$ cat src/rtl/cache_pkg.sv
// Shared widths, line/word counts, FSM encoding and request record for the cache bank.
package cache_pkg;

  localparam int CACHE_LINES  = 16;
  localparam int CACHE_WORDS  = 4;
  localparam int CACHE_TAG_W  = 5;
  localparam int CACHE_DATA_W = 16;

  localparam int IDX_W = $clog2(CACHE_LINES);
  localparam int WRD_W = $clog2(CACHE_WORDS);

  // state    | meaning
  // ST_IDLE  | waiting for a request, ready high
  // ST_ACCESS| captured request is executed against the array
  // ST_FLUSH | walking the lines, clearing valid/dirty one per cycle
  // ST_ACK   | results held, ack high until en drops
  localparam logic [1:0] ST_IDLE   = 2'd0;
  localparam logic [1:0] ST_ACCESS = 2'd1;
  localparam logic [1:0] ST_FLUSH  = 2'd2;
  localparam logic [1:0] ST_ACK    = 2'd3;

  typedef logic [IDX_W-1:0]        idx_t;
  typedef logic [WRD_W-1:0]        wrd_t;
  typedef logic [CACHE_TAG_W-1:0]  tag_t;
  typedef logic [CACHE_DATA_W-1:0] data_t;

  typedef struct packed {
    idx_t  index;
    wrd_t  word;
    logic  comp;
    logic  write;
    tag_t  tag;
    data_t data;
    logic  valid;
  } req_t;

endpackage

$ cat src/rtl/cache_bank_if.sv
// Request/result bus between a controller (master) and the cache bank (slave).
interface cache_bank_if;
  import cache_pkg::*;

  logic  en;
  idx_t  index;
  wrd_t  word;
  logic  comp;
  logic  write;
  tag_t  tag_in;
  data_t data_in;
  logic  valid_in;
  logic  flush;

  logic  hit;
  logic  dirty;
  logic  valid;
  tag_t  tag_out;
  data_t data_out;
  logic  ack;
  logic  ready;

  modport master (
    output en, index, word, comp, write, tag_in, data_in, valid_in, flush,
    input  hit, dirty, valid, tag_out, data_out, ack, ready
  );

  modport slave (
    input  en, index, word, comp, write, tag_in, data_in, valid_in, flush,
    output hit, dirty, valid, tag_out, data_out, ack, ready
  );

endinterface

$ cat src/rtl/cache_array.sv
// Line storage: data words, tag, valid and dirty per line. One combinational
// read / clocked write port addressed by line+word, plus a line-clear port
// that drops valid and dirty of one line.
module cache_array #(
  parameter int LINES  = 16,
  parameter int WORDS  = 4,
  parameter int TAG_W  = 5,
  parameter int DATA_W = 16
) (
  input  logic                     clk,
  input  logic [$clog2(LINES)-1:0] line_i,
  input  logic [$clog2(WORDS)-1:0] word_i,
  input  logic                     we_i,
  input  logic [TAG_W-1:0]         wr_tag_i,
  input  logic [DATA_W-1:0]        wr_data_i,
  input  logic                     wr_valid_i,
  input  logic                     wr_dirty_i,
  input  logic                     clr_i,
  input  logic [$clog2(LINES)-1:0] clr_line_i,
  output logic [TAG_W-1:0]         rd_tag_o,
  output logic [DATA_W-1:0]        rd_data_o,
  output logic                     rd_valid_o,
  output logic                     rd_dirty_o
);

  logic [DATA_W-1:0] data_q [LINES][WORDS];
  logic [TAG_W-1:0]  tag_q  [LINES];
  logic [LINES-1:0]  valid_q;
  logic [LINES-1:0]  dirty_q;

  // Storage update: line write, then line clear (never both in one cycle).
  always_ff @(posedge clk) begin
    if (we_i) begin
      data_q[line_i][word_i] <= wr_data_i;
      tag_q[line_i]          <= wr_tag_i;
      valid_q[line_i]        <= wr_valid_i;
      dirty_q[line_i]        <= wr_dirty_i;
    end
    if (clr_i) begin
      valid_q[clr_line_i] <= 1'b0;
      dirty_q[clr_line_i] <= 1'b0;
    end
  end

  assign rd_data_o  = data_q[line_i][word_i];
  assign rd_tag_o   = tag_q[line_i];
  assign rd_valid_o = valid_q[line_i];
  assign rd_dirty_o = dirty_q[line_i];

endmodule

$ cat src/rtl/cache_bank.sv
// Cache bank controller: captures a request, runs a compare/direct read/write
// or a full-bank flush, and presents registered results under an ack handshake.
// Reset lands in the flush walk so the bank always starts with no valid lines.
module cache_bank
  import cache_pkg::*;
#(
  parameter int LINES  = CACHE_LINES,
  parameter int WORDS  = CACHE_WORDS,
  parameter int TAG_W  = CACHE_TAG_W,
  parameter int DATA_W = CACHE_DATA_W
) (
  input logic         clk,
  input logic         rst_n,
  cache_bank_if.slave bus
);

  logic [1:0] state_q, state_d;
  idx_t       cnt_q, cnt_d;
  logic       from_rst_q, from_rst_d;
  req_t       req_q, req_d;
  logic       hit_q, hit_d;
  logic       dirty_q, dirty_d;
  logic       valid_q, valid_d;
  tag_t       tag_q, tag_d;
  data_t      data_q, data_d;

  logic  arr_we, arr_clr;
  tag_t  arr_wr_tag, arr_rd_tag;
  data_t arr_wr_data, arr_rd_data;
  logic  arr_wr_valid, arr_wr_dirty;
  logic  arr_rd_valid, arr_rd_dirty;
  logic  we_c, clr_c, hit_c;

  cache_array #(
    .LINES  (LINES),
    .WORDS  (WORDS),
    .TAG_W  (TAG_W),
    .DATA_W (DATA_W)
  ) u_array (
    .clk        (clk),
    .line_i     (req_q.index),
    .word_i     (req_q.word),
    .we_i       (arr_we),
    .wr_tag_i   (arr_wr_tag),
    .wr_data_i  (arr_wr_data),
    .wr_valid_i (arr_wr_valid),
    .wr_dirty_i (arr_wr_dirty),
    .clr_i      (arr_clr),
    .clr_line_i (cnt_q),
    .rd_tag_o   (arr_rd_tag),
    .rd_data_o  (arr_rd_data),
    .rd_valid_o (arr_rd_valid),
    .rd_dirty_o (arr_rd_dirty)
  );

  // A cycle with rst_n low must not commit anything to the array.
  assign arr_we  = we_c & rst_n;
  assign arr_clr = clr_c & rst_n;

  assign hit_c = req_q.comp & arr_rd_valid & (arr_rd_tag == req_q.tag);

  // Next-state, request capture, array control and result computation.
  always_comb begin
    state_d      = state_q;
    cnt_d        = cnt_q;
    from_rst_d   = from_rst_q;
    req_d        = req_q;
    hit_d        = hit_q;
    dirty_d      = dirty_q;
    valid_d      = valid_q;
    tag_d        = tag_q;
    data_d       = data_q;
    we_c         = 1'b0;
    clr_c        = 1'b0;
    arr_wr_tag   = req_q.tag;
    arr_wr_data  = req_q.data;
    arr_wr_valid = req_q.valid;
    arr_wr_dirty = 1'b0;

    case (state_q)
      ST_IDLE: begin
        if (bus.en) begin
          if (bus.flush) begin
            cnt_d      = '0;
            from_rst_d = 1'b0;
            state_d    = ST_FLUSH;
          end else begin
            req_d.index = bus.index;
            req_d.word  = bus.word;
            req_d.comp  = bus.comp;
            req_d.write = bus.write;
            req_d.tag   = bus.tag_in;
            req_d.data  = bus.data_in;
            req_d.valid = bus.valid_in;
            state_d     = ST_ACCESS;
          end
        end
      end

      ST_ACCESS: begin
        // Default result is the stored line contents before any write.
        hit_d   = hit_c;
        tag_d   = arr_rd_tag;
        data_d  = arr_rd_data;
        valid_d = arr_rd_valid;
        dirty_d = arr_rd_dirty;
        if (req_q.write) begin
          if (req_q.comp) begin
            if (hit_c) begin
              we_c         = 1'b1;
              arr_wr_tag   = arr_rd_tag;
              arr_wr_valid = 1'b1;
              arr_wr_dirty = 1'b1;
            end
          end else begin
            // Direct write reports the freshly written line.
            we_c    = 1'b1;
            tag_d   = req_q.tag;
            data_d  = req_q.data;
            valid_d = req_q.valid;
            dirty_d = 1'b0;
          end
        end
        state_d = ST_ACK;
      end

      ST_FLUSH: begin
        clr_c = 1'b1;
        if (cnt_q == idx_t'(LINES - 1)) begin
          if (from_rst_q) begin
            state_d = ST_IDLE;
          end else begin
            hit_d   = 1'b0;
            dirty_d = 1'b0;
            valid_d = 1'b0;
            tag_d   = '0;
            data_d  = '0;
            state_d = ST_ACK;
          end
        end else begin
          cnt_d = cnt_q + idx_t'(1);
        end
      end

      ST_ACK: begin
        if (!bus.en) state_d = ST_IDLE;
      end

      default: state_d = ST_IDLE;
    endcase
  end

  // State and result registers; reset drops into the flush walk.
  always_ff @(posedge clk) begin
    if (!rst_n) begin
      state_q    <= ST_FLUSH;
      cnt_q      <= '0;
      from_rst_q <= 1'b1;
      req_q      <= '0;
      hit_q      <= 1'b0;
      dirty_q    <= 1'b0;
      valid_q    <= 1'b0;
      tag_q      <= '0;
      data_q     <= '0;
    end else begin
      state_q    <= state_d;
      cnt_q      <= cnt_d;
      from_rst_q <= from_rst_d;
      req_q      <= req_d;
      hit_q      <= hit_d;
      dirty_q    <= dirty_d;
      valid_q    <= valid_d;
      tag_q      <= tag_d;
      data_q     <= data_d;
    end
  end

  assign bus.hit      = hit_q;
  assign bus.dirty    = dirty_q;
  assign bus.valid    = valid_q;
  assign bus.tag_out  = tag_q;
  assign bus.data_out = data_q;
  assign bus.ack      = (state_q == ST_ACK);
  assign bus.ready    = (state_q == ST_IDLE);

endmodule

$ cat src/flat_wrapper.sv
// flat-port wrapper written by rule: the top's interface ports become plain ports
module cache_bank_flat import cache_pkg::*;
#(
  parameter int LINES  = CACHE_LINES,
  parameter int WORDS  = CACHE_WORDS,
  parameter int TAG_W  = CACHE_TAG_W,
  parameter int DATA_W = CACHE_DATA_W
)
  (clk, rst_n, bus_en, bus_index, bus_word, bus_comp, bus_write, bus_tag_in, bus_data_in, bus_valid_in, bus_flush, bus_hit, bus_dirty, bus_valid, bus_tag_out, bus_data_out, bus_ack, bus_ready);
  cache_bank_if bus_i ();
  input logic clk;
  input logic rst_n;
  input wire logic [$bits(bus_i.en)-1:0] bus_en;
  input wire logic [$bits(bus_i.index)-1:0] bus_index;
  input wire logic [$bits(bus_i.word)-1:0] bus_word;
  input wire logic [$bits(bus_i.comp)-1:0] bus_comp;
  input wire logic [$bits(bus_i.write)-1:0] bus_write;
  input wire logic [$bits(bus_i.tag_in)-1:0] bus_tag_in;
  input wire logic [$bits(bus_i.data_in)-1:0] bus_data_in;
  input wire logic [$bits(bus_i.valid_in)-1:0] bus_valid_in;
  input wire logic [$bits(bus_i.flush)-1:0] bus_flush;
  output wire logic [$bits(bus_i.hit)-1:0] bus_hit;
  output wire logic [$bits(bus_i.dirty)-1:0] bus_dirty;
  output wire logic [$bits(bus_i.valid)-1:0] bus_valid;
  output wire logic [$bits(bus_i.tag_out)-1:0] bus_tag_out;
  output wire logic [$bits(bus_i.data_out)-1:0] bus_data_out;
  output wire logic [$bits(bus_i.ack)-1:0] bus_ack;
  output wire logic [$bits(bus_i.ready)-1:0] bus_ready;
  assign bus_i.en = bus_en;
  assign bus_i.index = bus_index;
  assign bus_i.word = bus_word;
  assign bus_i.comp = bus_comp;
  assign bus_i.write = bus_write;
  assign bus_i.tag_in = bus_tag_in;
  assign bus_i.data_in = bus_data_in;
  assign bus_i.valid_in = bus_valid_in;
  assign bus_i.flush = bus_flush;
  assign bus_hit = bus_i.hit;
  assign bus_dirty = bus_i.dirty;
  assign bus_valid = bus_i.valid;
  assign bus_tag_out = bus_i.tag_out;
  assign bus_data_out = bus_i.data_out;
  assign bus_ack = bus_i.ack;
  assign bus_ready = bus_i.ready;
  cache_bank #(.LINES(LINES), .WORDS(WORDS), .TAG_W(TAG_W), .DATA_W(DATA_W)) u_core (.clk(clk), .rst_n(rst_n), .bus(bus_i));
endmodule
$ cat config.mk
export PLATFORM = sky130hd
export DESIGN_NAME = cache_bank_flat
export DESIGN_NICKNAME = d
export VERILOG_FILES = /design/src/rtl/cache_pkg.sv /design/src/rtl/cache_bank_if.sv /design/src/rtl/cache_array.sv /design/src/rtl/cache_bank.sv /design/src/flat_wrapper.sv
export SDC_FILE = /design/constraint.sdc
export NUM_CORES = 1
export LEC_CHECK = 0
export BUFFER_PORTS_ARGS = -buffer_cell sky130_fd_sc_hd__buf_2
export CORE_ASPECT_RATIO = 0.9
export CORE_UTILIZATION = 63
export DETAILED_ROUTE_END_ITERATION = 7
export PLACE_DENSITY = 0.8
export SLEW_MARGIN = 15
export SYNTH_ARGS = -nofsm -noshare
export SYNTH_HDL_FRONTEND = slang
export SYNTH_SLANG_ARGS = --single-unit
$ cat constraint.sdc
create_clock -name clk -period 4.6 [get_ports clk]
set_input_delay 0.92 -clock clk [delete_from_list [all_inputs] [get_ports clk]]
set_output_delay 0.92 -clock clk [all_outputs]
set_load 0.01 [all_outputs]
==> results.md <==
* Status: finished, final reports clean
* Metal-1 WL at 41,700 microns
* Worst slew margin relative to its limit at 32.0%
* CTS buffer count at 112
* First-pass GRT wire length at 169,000 microns
* Die Y at 261 microns
* CTS H-tree depth at 3
* Distinct cells, synth at 60
* Hold Crit Class: input port to flip-flop
* Power Density at 441 mW/mm^2
* Slowest CP cell: dfxtp_4
* Yosys reg bits at 1,201
* Crit path buffers/inverters at 1
* Number of global-route vias before repair at 24,256
* Peak supply drop at 0.333 mV
* RSZ-0062 raised after global routing: no
* Worst EP arrival at 4410 ps
* Hold-fix buffers, CTS at 0
* # Post-CTS Setup Buffers at 0
* Deepest clock path buffer count at 3
* Root Driver: clkbuf_16
* Max-slew violation count at 0
* Post-Syn Area at 0.0468 sq mm
* DR WL/cell at 34.4 microns
* Max layer used: met5
* Main area contributors after synthesis: edfxtp_1, mux4_2, dfxtp_1
* Max stage delay on crit path at 630 ps
* Total Wirelength at 118,000 microns
* CP required at 4980 ps
* Setup Crit Path Kind: flip-flop to flip-flop
* Tmin final at 4040 ps
* Cell Chain, Critical Path: mux4_2, or4b_1, o2111ai_1, nor3_1, a211o_1, o21ai_4, nand3_4, nor2_1, buf_4
* Worst skew pair latency at 710 ps
* Pre-antenna DRT Iters at 7
* Vias at 24,237
* # setup viols final at 0
* Layout cell share with drive strength beyond 1 at 30.3%
* Final HPWL DP at 65,900 microns
* Hold Path Origin: bus_data_in[13]
* CTS sink cnt at 1,201
* Die area at 0.0754 sq mm
* Worst-path clk slew at 70 ps
* Clock power share at 40.2%
* Gr usage total at 32.1%
* DR iter-0 viols at 3,728
* Area growth, synth to finish at 12.3%
* Switching part of the total at 22.9%
* Worst-path fanout max at 23
* Final #Nets at 2,410
* Core area at 0.0733 sq mm
* Yosys top cell by area: edfxtp_1
* Ys Warns at 0
* Post-layout util at 71.7%
* Die Span X at 289 microns
* FP Rows at 94
* Synth Flop Type: edfxtp_1
* Max Clk Rate at 248 MHz
* Fin. Hold Viols at 0
* Syn Inst Count at 2,219
* Register area share after synthesis at 75.0%
* Worst path top cell family by delay: simple AND/OR/NAND/NOR gates
* Total negative slack at 0 ps
* Worst Tran Pin Value at 1020 ps
* Vias per cell at 7.07
* Skew final at 38.3 ps
* Fin crit share at 87.7%
* Met3 WL at 14,000 microns
* Initial antenna violation count at 6
* Antenna Violating Nets Remaining at 0
* Power share of the sequential group at 53.2%
* Synthesized Nets at 2,262
* Overflow left after global routing at 0
* Worst hold margin at 455 ps
* Leakage at 15.7 nW
* Resize count post-CTS at 0
* Asr flop ratio synth at 0%
* EDFF count, synth at 1,104
* Switching pwr at 5.31 mW
* # Max-Cap Violations at 0
* Largest net degree at the start of global routing at 134
* Initial Util at 63.8%
* Design area at 0.0525 sq mm
* CTS tree: built
* Port Buf Inserts at 59
* Share of the synthesized area in the top cell type at 70.9%
* Gpl congestion at 0.906
* Syn_area_per_cell at 21.1 sq um
* Area after DPL at 0.0488 sq mm
* Crit. End Element: flip-flop
* Metal2 WL at 57,200 microns
* Int Power at 17.9 mW
* Ports at 60
* Critical Path Start Type: flip-flop
* DRC errors left at 0
* Comb pwr share at 6.5%
==> cell usage in the layout, fill, tap and decap left out, drive strengths merged, types with 13 or more instances in the layout <==
| cell | count |
|---|---|
| inv | 15 |
| a22oi | 33 |
| dfxtp | 97 |
| mux4 | 357 |
| nor2 | 90 |
| clkbuf | 128 |
| a211oi | 23 |
| nand2 | 120 |
| nor3 | 13 |
| nand2b | 19 |
| a21boi | 31 |
| edfxtp | 1104 |
| nor4 | 18 |
| clkinv | 60 |
| a21oi | 35 |
| mux2i | 22 |
| buf | 166 |
| nor2b | 18 |
| o21ai | 17 |
| nand3 | 13 |
==> worst register-to-register path, stage by stage (launching register included) <==
cell and delay (ps):
dfxtp_4 630, mux4_2 610, or4b_1 480, o2111ai_1 110
nor3_1 90, a211o_1 350, o21ai_4 350, nand3_4 250
nor2_1 510, buf_4 330
==> power by group through the flow <==
stage                     sequential (mW)  clock, mW  combinational [mW]
final                                12.3       9.32                1.51
after global routing                 12.3       9.79                1.60
after CTS                            12.3       9.39                1.50
after detailed placement             12.5          0                1.47
after global placement               12.5          0                1.44
after floorplan                      12.5          0               0.933
==> stage by stage <==
step | total power [mW] | setup slack [ps] | std cells
final | 23.2 | 564 | 3426
after global routing | 23.7 | 431 | 3426
after CTS | 23.2 | 554 | 3425
after detailed placement | 14.0 | 695 | 3213
after global placement | 14.0 | 786 | 3213
after floorplan | 13.4 | 384 | 2219
==> final cells by class <==
| type | instances | area, sq um |
|---|---|---|
| diodes | 1 | 2.50 |
| clock buffers | 128 | 2870 |
| clock inverters | 84 | 842 |
| fillers | 3955 | 20700 |
| inverters | 11 | 41.3 |
| multi-input cells | 875 | 11200 |
| flip-flops and latches | 1201 | 35100 |
| well taps | 960 | 1200 |
| repair buffers | 166 | 1200 |
==> registers in the layout, indices dropped and copies added (netlist names), named ones only <==
register,cells
u_core.bus.data_out,16
u_core.from_rst_q,1
u_core.bus.valid,1
u_core.u_array.data_q,1024
u_core.u_array.valid_q,16
u_core.state_q,2
u_core.bus.dirty,1
u_core.req_q,14
u_core.bus.hit,1
u_core.bus.tag_out,5
u_core.u_array.dirty_q,16
u_core.u_array.tag_q,80
u_core.cnt_q,4
u_core.arr_wr_data,16
==> routing by layer <==
layer  vias up  GRT usage, %
met3       306          9.19
met2      1749          50.5
met4         6          11.9
met5         -             0
li1       9508             -
met1     12668          43.3
==> Yosys cell counts (4+ instances only) <==
cell type	count
edfxtp_1	1104
mux4_2	356
nand2_1	120
dfxtp_1	97
clkbuf_1	91
nor2_1	88
a22oi_1	33
a21oi_1	32
a21boi_0	31
buf_1	29
mux2i_1	22
nand2b_1	19
a211oi_1	18
nor2b_1	18
nor4_1	18
o21ai_0	16
nor3_1	13
nand3_1	12
inv_1	10
ha_1	9
and2_1	7
buf_2	6
a211oi_2	5
a221oi_1	4
nand4_1	4
nor3b_1	4
==> final timing paths <==
kind,to,slack [ps],depth (start not counted)
setup / recovery,u_core.u_array.data_q[11][4]$_DFFE_PP_,560,9
hold / removal,u_core.arr_wr_data[13]$_SDFFE_PN0P_,460,3
setup reg to reg,u_core.u_array.data_q[11][4]$_DFFE_PP_,560,9
hold reg to reg,u_core.arr_wr_data[7]$_SDFFE_PN0P_,460,2
==> cells by family after synthesis <==
group,synth area share (%)
buffers and inverters,1.24
AO/OA/AOI/OAI,2.50
multiplexers,17.7
AND/OR/NAND/NOR,3.24
XOR/XNOR,0.0936
flip-flops,75.0
adder cells (fa/ha/maj),0.241
No activity file was read; power rests on OpenSTA's default activity.
